## src/rtl/tff_toggle_arbiter.sv

```systemverilog
// Round-robin arbiter that applies one requester's toggle mask at a time to a shared T-bit bank.
// Each grant goes through IDLE -> APPLY -> COOL, so grants are at least three cycles apart.
module tff_toggle_arbiter #(
    parameter int unsigned NREQ  = 4,
    parameter int unsigned WIDTH = 8
) (
    input  logic                    clk,
    input  logic                    rst_n,
    input  logic [NREQ-1:0]         req,
    input  logic [NREQ*WIDTH-1:0]   req_mask,
    input  logic                    clear,
    output logic [NREQ-1:0]         gnt,
    output logic [WIDTH-1:0]        q,
    output logic                    busy
);

    localparam int unsigned PTR_W = (NREQ > 1) ? $clog2(NREQ) : 1;

    typedef enum logic [1:0] {
        IDLE  = 2'd0,
        APPLY = 2'd1,
        COOL  = 2'd2
    } state_t;

    state_t             state, state_n;
    logic [PTR_W-1:0]   ptr, ptr_n;
    logic [PTR_W-1:0]   win, win_n;
    logic [WIDTH-1:0]   mask_cap, mask_n;
    logic [WIDTH-1:0]   q_n;
    logic [NREQ-1:0]    gnt_n;

    logic               found;
    logic [PTR_W-1:0]   sel;
    logic [WIDTH-1:0]   sel_mask;

    // First set request at or after ptr, wrapping around.
    always_comb begin
        found    = 1'b0;
        sel      = '0;
        sel_mask = '0;
        for (int unsigned i = 0; i < NREQ; i++) begin
            int unsigned idx;
            idx = (32'(ptr) + i) % NREQ;
            if (!found && req[idx]) begin
                found = 1'b1;
                sel   = PTR_W'(idx);
            end
        end
        sel_mask = req_mask[32'(sel)*WIDTH +: WIDTH];
    end

    // Next-state and registered-output logic; clear overrides any toggle.
    always_comb begin
        state_n = state;
        ptr_n   = ptr;
        win_n   = win;
        mask_n  = mask_cap;
        q_n     = q;
        gnt_n   = '0;
        case (state)
            IDLE: begin
                if (found) begin
                    win_n   = sel;
                    mask_n  = sel_mask;
                    state_n = APPLY;
                end
            end
            APPLY: begin
                q_n     = q ^ mask_cap;
                gnt_n   = NREQ'(1) << win;
                ptr_n   = (32'(win) == NREQ - 1) ? '0 : win + PTR_W'(1);
                state_n = COOL;
            end
            COOL: begin
                state_n = IDLE;
            end
            default: begin
                state_n = IDLE;
            end
        endcase
        if (clear) begin
            q_n = '0;
        end
    end

    always_ff @(posedge clk or negedge rst_n) begin
        if (!rst_n) begin
            state    <= IDLE;
            ptr      <= '0;
            win      <= '0;
            mask_cap <= '0;
            q        <= '0;
            gnt      <= '0;
            busy     <= 1'b0;
        end else begin
            state    <= state_n;
            ptr      <= ptr_n;
            win      <= win_n;
            mask_cap <= mask_n;
            q        <= q_n;
            gnt      <= gnt_n;
            busy     <= (state_n != IDLE);
        end
    end

endmodule

```

## config.mk

```make
export PLATFORM = sky130hd
export DESIGN_NAME = tff_toggle_arbiter
export DESIGN_NICKNAME = d
export VERILOG_FILES = /design/src/rtl/tff_toggle_arbiter.sv
export SDC_FILE = /design/constraint.sdc
export NUM_CORES = 1
export LEC_CHECK = 0
export ABC_CLOCK_PERIOD_IN_PS = 1400
export BUFFER_PORTS_ARGS = -buffer_cell sky130_fd_sc_hd__buf_2
export CAP_MARGIN = 20
export CORE_MARGIN = 2
export CORE_UTILIZATION = 43
export CTS_CLUSTER_DIAMETER = 50
export DETAILED_ROUTE_END_ITERATION = 10
export MAX_ROUTING_LAYER = met4
export PLACE_DENSITY_LB_ADDON = 0.12
export SYNTH_ARGS = -nofsm -noshare
export SYNTH_HDL_FRONTEND = slang
export SYNTH_SLANG_ARGS = --single-unit
```

## constraint.sdc

```tcl
create_clock -name clk -period 1.4 [get_ports clk]
set_input_delay 0.35 -clock clk [delete_from_list [all_inputs] [get_ports clk]]
set_output_delay 0.35 -clock clk [all_outputs]
set_load 0.02 [all_outputs]
```

Yosys cells after proc, flatten, opt, wreduce, memory -nomap -nowiden
Cells that the tools add are included.
{"block": "classes", "add_sub_neg": 4, "magnitude_cmp": 4, "n_eq_ne": 2, "n_shift": 2, "n_mux": 22, "bitwise": 1, "n_reduce_logical": 10}
{"op": "32-bit by 6-bit variable part select with 8-bit output", "n": 1}
{"op": "8-bit two-way mux", "n": 2}
{"op": "2-bit by 3-bit < comparator with 1-bit output, second input constant", "n": 4}
{"op": "2-bit two-way mux", "n": 6}
{"op": "1-bit binary-select mux with 2-bit select", "n": 4}
{"op": "1-bit two-way mux", "n": 8}
{"op": "8-bit bitwise XOR", "n": 1}
{"op": "2-bit by 1-bit adder with 2-bit output, second input constant", "n": 2}
{"op": "2-bit adder, second input constant", "n": 2}
{"op": "4-bit two-way mux", "n": 1}
{"op": "2-bit case mux with 2 select lines", "n": 1}
{"op": "2-bit nonzero test", "n": 2}
{"op": "1-bit by 2-bit left shift with 4-bit output, first input constant", "n": 1}
{"op": "1-bit logical AND", "n": 3}
{"op": "1-bit logical NOT", "n": 3}
{"op": "2-bit by 1-bit equality test with 1-bit output, second input constant", "n": 1}
{"op": "2-bit equality test, second input constant", "n": 1}
{"op": "2-bit logical NOT", "n": 1}
{"op": "2-bit AND reduction", "n": 1}
{"block": "word_totals", "regBits": 27, "output_inout_bits": 13, "elab_cells": 52}

Longest topological paths before layout
Gate-level depths: netlist of the first run.
{"block": "logic_depth", "ltp_word": 15, "ltp_mapped": 6, "depth_no_buf": 5}

Worst setup path after synthesis of the first run
Ideal clock, no wire load.
{"block": "synth_path", "path_type": "register to register", "start": "reg ptr[1]", "end": "reg mask_cap[1]", "setup_time_ns": 0.148, "t_arrival_ns": 1.382, "required_ns": 1.252, "path_slack_ns": -0.130, "path_stages_with_launch": 7, "path_buffers": 1, "period_less_slack_ns": 1.530, "path_cell_list": "dfrtp_1 nand2b_1 a21o_1 nand2_2 buf_6 mux2i_1 o221ai_1"}
{"block": "synth_via", "elab_chain_len": 13, "elab_cells_between_ends": 27}
{"element": "from (decl)", "line": "26", "source": "logic [PTR_W-1:0] ptr, ptr_n;"}
{"element": "from (signal assigned)", "line": "97", "source": "ptr <= ptr_n;"}
{"element": "branches (longest 13 deep; another with 2-bit by 1-bit adder with 2-bit output)"}
{"element": "to (signal assigned)", "line": "99", "source": "mask_cap <= mask_n;"}
{"element": "to (decl)", "line": "28", "source": "logic [WIDTH-1:0] mask_cap, mask_n;"}
Parallel ways; which one is timed is not known. The select of a mux whose other input is x is not followed.
A chain may end at the register's enable or synchronous reset.

Worst setup path after layout of the first run
{"block": "layout_path", "start": "reg ptr[1]", "end": "reg mask_cap[6]"}
The elaborated chain is that of the path after synthesis.

==> results.toml, run 1 <==
[setup_path]
crit_family = "flip-flops"
cp-end-kind = "flip-flop"
cp_cell_sequence = "nand2b_4 -> a21o_2 -> nand2_8 -> mux2i_1 -> o221ai_1"
critical_path.max_fanout = 8
critical_path.slowest_cell = "sky130_fd_sc_hd__dfrtp_2"
worstReg2RegStart = "ptr[1]"
path_depth = 5
reg2reg_slack_ps = -100
critPathBufInv = 0
r2r_end = "mask_cap[6]"
timing.critical_path.slowest_cell_delay_ps = 480
worst-endpoint-required_ps = 1610
r2r.worst_path.cells = 5
timing.critical_path.from_type = "flip-flop"
worst_ep_arrival_time_ps = 1710
worstSetupPathType = "reg -> reg"

[route]
per_cell_routed_wire_length_um = 12.8
detail-route-antenna-nets = 0
num_vias = 1078
drt-total-wl_um = 2810
dr.first_iter.drc_count = 44
vias_per_cell = 4.92
drc_violations_left = 0
drt_pre_antenna_iters = 4

[layout]
area_growth_pct = 32.0
finalNetCount = 230
post-route-util_pct = 58.8
final_layout_size_suffix_gt1_share_pct = 39.8
diodes = 0

[sta]
max_clock_freq_mhz = 666
tightestPinTransition_ps = 586
report.final.hold_viol_count = 0
period_needed_ps = 1500
clock-skew-final_ps = 1.10
setup_viol = 8
maxSlewViolCount = 0
timing.max_slew.rel_slack_pct = 60.9
grt_setup_unrepaired = "true"
layout_setup_ws_ps = -103
layout_worst_path_cycle_share_pct = 107

[min_path]
min_path_type = "in -> async"

[power]
p_int_mw = 2.02
vdd_ir_drop_max_v = 0.000880
seq_power_share_pct = 39.4
pwr_density_cell_mw_per_mm2 = 1930
total_leakage_power_nw = 0.960
switching_share_pct = 40.6
p_clk_share_pct = 9.8
total_power_mw = 3.40
total_switching_power_mw = 1.38
power.combinational.fraction_pct = 50.8

[logic_synthesis]
post_synth_num_cell_types = 25
ys_top_cells_by_area = "sky130_fd_sc_hd__dfrtp_1, sky130_fd_sc_hd__mux2i_1, sky130_fd_sc_hd__nand2_1"
synthesis.instances = 125
synth_warnings = 0
postSynthNetCount = 168
syn-mean-instance-area_sq_um = 10.7
synth_area_sq_mm = 0.00134
synth_largest_area_cell = "sky130_fd_sc_hd__dfrtp_1"
synth.yosys.seq_area_share_pct = 50.6
post-synth-top-area-fraction_pct = 50.6
synth-seq-cells = 27

[floorplanning]
floorplan.initialDensity_pct = 44.5
vertical_die_dimension_um = 59.7
die_area_sq_mm = 0.00357
die_x_um = 59.7
std_cell_rows = 20
coreArea_sq_mm = 0.00300
ioPinCount = 52

[clock_tree]
cts_sinks = 27
cts-htree-levels = 1
cts_root_buffer = "sky130_fd_sc_hd__clkbuf_4"
tritoncts = "built"
worstSkewPairLatency_ps = 320
clock_tree.buffer_depth = 2
clkSlewWorstSetupHoldPaths_ps = 140
cts_inserted_buffers = 3

[grt]
globalRouteTotalUtil_pct = 18.4
antenna_found_initial = 0
grt_first_pass_wirelength_um = 4770
grt_max_degree = 28
global_route_overflow = 0
via_count_of_the_first_global_routing_pass = 1083

[placed_design]
post-dp-hpwl_um = 2100
final_weighted_congestion_in_routability_driven_placement = 0.762
number_of_input_and_output_port_buffers_inserted = 51

[run_status]
violated_checks = "setup timing"
status = "complete, but fails checks"

[run]
maxCapViolations = 0
## cell type report
cell class	count	area [sq um]
well taps	33	41.3
repair buffers	61	334
fillers	267	1240
inverters	4	15.0
clock buffers	4	26.3
flip-flops and latches	27	678
multi-input cells	90	669
## cells by family after synthesis
| family | count (synthesis) | share of synthesized area (%) |
|---|---|---|
| AO/OA/AOI/OAI | 17 | 10.5 |
| XOR/XNOR | 8 | 5.24 |
| multiplexers | 17 | 12.7 |
| buffers and inverters | 9 | 3.18 |
| flip-flops | 27 | 50.6 |
| AND/OR/NAND/NOR | 43 | 14.0 |
| adder cells (fa/ha/maj) | 4 | 3.75 |
## layer usage
metal  up-vias  global-route usage [%]  wire length [um]
li1        551                       -                 -
met1       489                    25.1              1370
met2        36                    28.4              1270
met3         2                    1.95               144
met4         0                    6.67                21
met5         -                       -                 0
## worst max path at each step
| stage | startpoint | end | slack (ps) |
|---|---|---|---|
| after global placement | req[1] | mask_cap[3] | -220 |
| after global routing | ptr[1] | mask_cap[1] | -190 |
| after CTS | ptr[1] | mask_cap[0] | -110 |
| final | ptr[1] | mask_cap[6] | -100 |
| after floorplan | req[0] | mask_cap[1] | -50 |
| after detailed placement | req[1] | mask_cap[1] | -250 |
## synth_stat cells
| master | n |
|---|---|
| sky130_fd_sc_hd__nor3b_1 | 1 |
| sky130_fd_sc_hd__xor2_1 | 8 |
| sky130_fd_sc_hd__o31ai_1 | 1 |
| sky130_fd_sc_hd__and2_1 | 4 |
| sky130_fd_sc_hd__mux2i_1 | 17 |
| sky130_fd_sc_hd__nand2_2 | 1 |
| sky130_fd_sc_hd__o221ai_1 | 8 |
| sky130_fd_sc_hd__o21ai_1 | 2 |
| sky130_fd_sc_hd__nand2b_1 | 3 |
| sky130_fd_sc_hd__clkbuf_1 | 2 |
| sky130_fd_sc_hd__a22o_1 | 1 |
| sky130_fd_sc_hd__buf_6 | 1 |
| sky130_fd_sc_hd__a211o_1 | 1 |
| sky130_fd_sc_hd__ha_1 | 4 |
| sky130_fd_sc_hd__a211oi_1 | 1 |
| sky130_fd_sc_hd__nor2_1 | 11 |
| sky130_fd_sc_hd__a21o_1 | 1 |
| sky130_fd_sc_hd__inv_1 | 4 |
| sky130_fd_sc_hd__a2bb2oi_2 | 1 |
| sky130_fd_sc_hd__or3_1 | 1 |
| sky130_fd_sc_hd__buf_2 | 1 |
| sky130_fd_sc_hd__buf_1 | 1 |
| sky130_fd_sc_hd__nand2_1 | 22 |
| sky130_fd_sc_hd__dfrtp_1 | 27 |
| sky130_fd_sc_hd__a21oi_1 | 1 |
## what timing repair did
action	CTS	global route
setup buffers	2	0
gates resized for setup	7	3
hold buffers	0	0
endpoints found under the hold margin	0	0
setup endpoints to repair	9	16
pin swaps	6	2
cloned	1	0
## power by group through the flow
stage	combinational [mW]	sequential, mW	clock, mW
after global placement	1.57	1.33	0
final	1.73	1.34	0.333
after floorplan	1.02	1.46	0
after CTS	1.72	1.33	0.343
after detailed placement	1.60	1.34	0
after global routing	1.94	1.38	0.368
## sequential cells by signal, indices dropped and copies added, names as in the netlist
signal	flops
busy	1
gnt	4
mask_cap	8
ptr	2
q	8
state	2
win	2
## per-stage QoR
step,cell area [sq um],TNS [ps],cells,worst slack (ps),hold WS [ps]
after CTS,1760,-694,219,-105,17.5
after global routing,1760,-1400,219,-193,34.3
final,1760,-724,219,-103,7.51
after detailed placement,1680,-2000,212,-255,382
after floorplan,1360,-368,125,-46.9,54.4
after global placement,1680,-1800,212,-218,377
## cell usage in the layout, fill, tap and decap left out
cell	Yosys	layout
sky130_fd_sc_hd__nand2b_1	3	2
sky130_fd_sc_hd__buf_2	1	51
sky130_fd_sc_hd__nand2_8	0	2
sky130_fd_sc_hd__a211o_1	1	1
sky130_fd_sc_hd__o31ai_1	1	1
sky130_fd_sc_hd__dfrtp_2	0	2
sky130_fd_sc_hd__nand2b_4	0	1
sky130_fd_sc_hd__dfrtp_1	27	25
sky130_fd_sc_hd__a22o_1	1	1
sky130_fd_sc_hd__a211oi_1	1	1
sky130_fd_sc_hd__and2_1	4	4
sky130_fd_sc_hd__a21o_2	0	1
sky130_fd_sc_hd__a2bb2oi_2	1	1
sky130_fd_sc_hd__mux2i_2	0	1
sky130_fd_sc_hd__mux2i_1	17	16
sky130_fd_sc_hd__clkbuf_1	2	1
sky130_fd_sc_hd__clkbuf_4	0	3
sky130_fd_sc_hd__nor2_1	11	11
sky130_fd_sc_hd__nand2_1	22	22
sky130_fd_sc_hd__inv_1	4	3
sky130_fd_sc_hd__inv_2	0	1
sky130_fd_sc_hd__nor3b_1	1	1
sky130_fd_sc_hd__or3_4	0	1
sky130_fd_sc_hd__ha_1	4	4
sky130_fd_sc_hd__o221ai_1	8	8
sky130_fd_sc_hd__buf_4	0	9
sky130_fd_sc_hd__buf_6	1	1
sky130_fd_sc_hd__xor2_1	8	8
sky130_fd_sc_hd__o21ai_1	2	2
sky130_fd_sc_hd__a21oi_1	1	1
Power figures use the tool's default switching activity.
==> run 2, diff against run 1 <==
--- a/config.mk
+++ b/config.mk
@@ -8,12 +8,13 @@
 export ABC_CLOCK_PERIOD_IN_PS = 1400
 export BUFFER_PORTS_ARGS = -buffer_cell sky130_fd_sc_hd__buf_2
 export CAP_MARGIN = 20
+export CORE_ASPECT_RATIO = 0.6
 export CORE_MARGIN = 2
 export CORE_UTILIZATION = 43
 export CTS_CLUSTER_DIAMETER = 50
 export DETAILED_ROUTE_END_ITERATION = 10
 export MAX_ROUTING_LAYER = met4
-export PLACE_DENSITY_LB_ADDON = 0.12
+export PLACE_DENSITY_LB_ADDON = 0.1
 export SYNTH_ARGS = -nofsm -noshare
 export SYNTH_HDL_FRONTEND = slang
 export SYNTH_SLANG_ARGS = --single-unit
==> results.toml, run 2 (same netlist as run 1, synthesis figures left out) <==
[sta]
maxSlewViolCount = 0
final.hold.worst_slack_ps = 68.9
max_clock_freq_mhz = 644
layout_worst_path_cycle_share_pct = 111
summed_negative_setup_slack_over_all_endpoints_ps = -1050
layout_setup_ws_ps = -152
timing.max_slew.rel_slack_pct = 59.8
clock-skew-final_ps = 5.35
tightestPinTransition_ps = 602
grt_setup_unrepaired = "true"
period_needed_ps = 1550
setup_viol = 8
report.final.hold_viol_count = 0

[route]
vias_per_cell = 5.03
dr.first_iter.drc_count = 67
drt-total-wl_um = 3240
num_vias = 1156
detail-route-antenna-nets = 0
per_cell_routed_wire_length_um = 14.1
drc_violations_left = 0
drt_pre_antenna_iters = 4

[setup_path]
worstSetupPathType = "reg -> reg"
r2r.worst_path.cells = 6
cp_cell_sequence = "mux2i_2 -> a2bb2oi_2 -> buf_6 -> nand2_8 -> mux2i_2 -> o221ai_1"
timing.critical_path.from_type = "flip-flop"
r2r_end = "mask_cap[7]"
worst_ep_arrival_time_ps = 1700
worstReg2RegStart = "ptr[1]"
path_common_cell = "sky130_fd_sc_hd__mux2i_2"
crit_family = "multiplexers"
critPathBufInv = 1
critical_path.slowest_cell = "sky130_fd_sc_hd__dfrtp_2"
worst-endpoint-required_ps = 1550
critical_path.max_fanout = 8
reg2reg_slack_ps = -150
cp-end-kind = "flip-flop"
timing.critical_path.slowest_cell_delay_ps = 460

[clock_tree]
cts_inserted_buffers = 3
cts-htree-levels = 1
worstSkewPairLatency_ps = 280
clock_tree.buffer_depth = 2
cts_root_buffer = "sky130_fd_sc_hd__clkbuf_8"
tritoncts = "built"
post_cts_hold_buffer_count = 0
clkSlewWorstSetupHoldPaths_ps = 100
cts_sinks = 27

[layout]
filler_cell_count = 245
diodes = 0
post-route-util_pct = 63.6
multi_input_area_sq_um = 702
sequential_cell_area_sq_um = 678
layout_commonest_cell = "sky130_fd_sc_hd__buf_2"
final_layout_size_suffix_gt1_share_pct = 44.1
finalNetCount = 232
area_growth_pct = 38.4
layout_common_cells = "sky130_fd_sc_hd__buf_2, sky130_fd_sc_hd__dfrtp_1, sky130_fd_sc_hd__nand2_1"
reg.largest.list = "mask_cap x8, q x8, gnt x4"

[grt]
grt_first_pass_wirelength_um = 5010
globalRouteTotalUtil_pct = 19.2
grt_max_degree = 28
global_route_overflow = 0
antenna_found_initial = 0
via_count_of_the_first_global_routing_pass = 1081

[placed_design]
number_of_input_and_output_port_buffers_inserted = 51
post-dp-hpwl_um = 2380
final_weighted_congestion_in_routability_driven_placement = 0.785
detailedPlace.worstSlack_ps = -261

[run_status]
status = "complete, but fails checks"
violated_checks = "setup timing"

[floorplanning]
vertical_die_dimension_um = 47.2
ioPinCount = 52
die_x_um = 76.0
die_area_sq_mm = 0.00358
coreArea_sq_mm = 0.00291
std_cell_rows = 15
floorplan.initialDensity_pct = 45.9

[power]
total_leakage_power_nw = 0.965
pwr_density_cell_mw_per_mm2 = 1970
vdd_ir_drop_max_v = 0.000999

[run]
maxCapViolations = 0

[min_path]
min_path_type = "in -> async"
## run 2: cell count changes in the layout (fill, tap and decap cells not counted), moves of 2 or more
cell / previous run / this run
sky130_fd_sc_hd__buf_4: 9 / 11
sky130_fd_sc_hd__clkinvlp_4: 0 / 2
sky130_fd_sc_hd__mux2i_2: 1 / 5
sky130_fd_sc_hd__clkbuf_4: 3 / 0
sky130_fd_sc_hd__clkbuf_8: 0 / 3
sky130_fd_sc_hd__mux2i_1: 16 / 12
## run 2: per-layer routing
| layer | share of wire, % | vias up | track usage [%] |
|---|---|---|---|
| li1 | - | 553 | - |
| met1 | 48 | 553 | 25.2 |
| met2 | 45 | 46 | 30.2 |
| met3 | 6.4 | 4 | 5.19 |
| met4 | 0.83 | 0 | 5.09 |
| met5 | 0 | - | - |
## run 2: power by group
part	total, mW	internal (mW)	leakage [nW]	switching (mW)
combinational	1.83	0.841	0.598	0.992
clock	0.452	0.202	0.0217	0.250
sequential	1.35	1.11	0.345	0.239
total	3.64	2.16	0.965	1.48
## run 2: stage by stage
step | power [mW] | area [sq um] | instances
after floorplan | 2.48 | 1360 | 125
after global placement | 2.91 | 1700 | 223
after detailed placement | 2.98 | 1700 | 223
after CTS | 3.56 | 1810 | 230
after global routing | 3.88 | 1850 | 230
final | 3.64 | 1850 | 230
## run 2: worst max path at each step
stage | slack, ps | from | endpoint | cells past startpoint
CTS | -150 | ptr[1] | mask_cap[6] | 6
global route | -220 | ptr[1] | mask_cap[7] | 6
detailed placement | -260 | req[1] | mask_cap[6] | 5
floorplan | -50 | req[0] | mask_cap[1] | 5
finish | -150 | ptr[1] | mask_cap[7] | 6
global placement | -200 | req[1] | mask_cap[5] | 5
## run 2: layout make-up
class                           instances  area share (%)
Multi-Input combinational cell         90            38.0
Sequential cell                        27            36.7
Timing Repair Buffer                   63            18.9
Tap cell                               42            2.84
Clock buffer                            3            2.23
Inverter                                4            1.01
Clock inverter                          1           0.406
## run 2: what timing repair did
action	4_1_cts	5_1_grt
setup endpoints to repair	9	10
gates cloned	1	0
pin swaps	3	7
resized for setup	8	9
buffers inserted	2	0
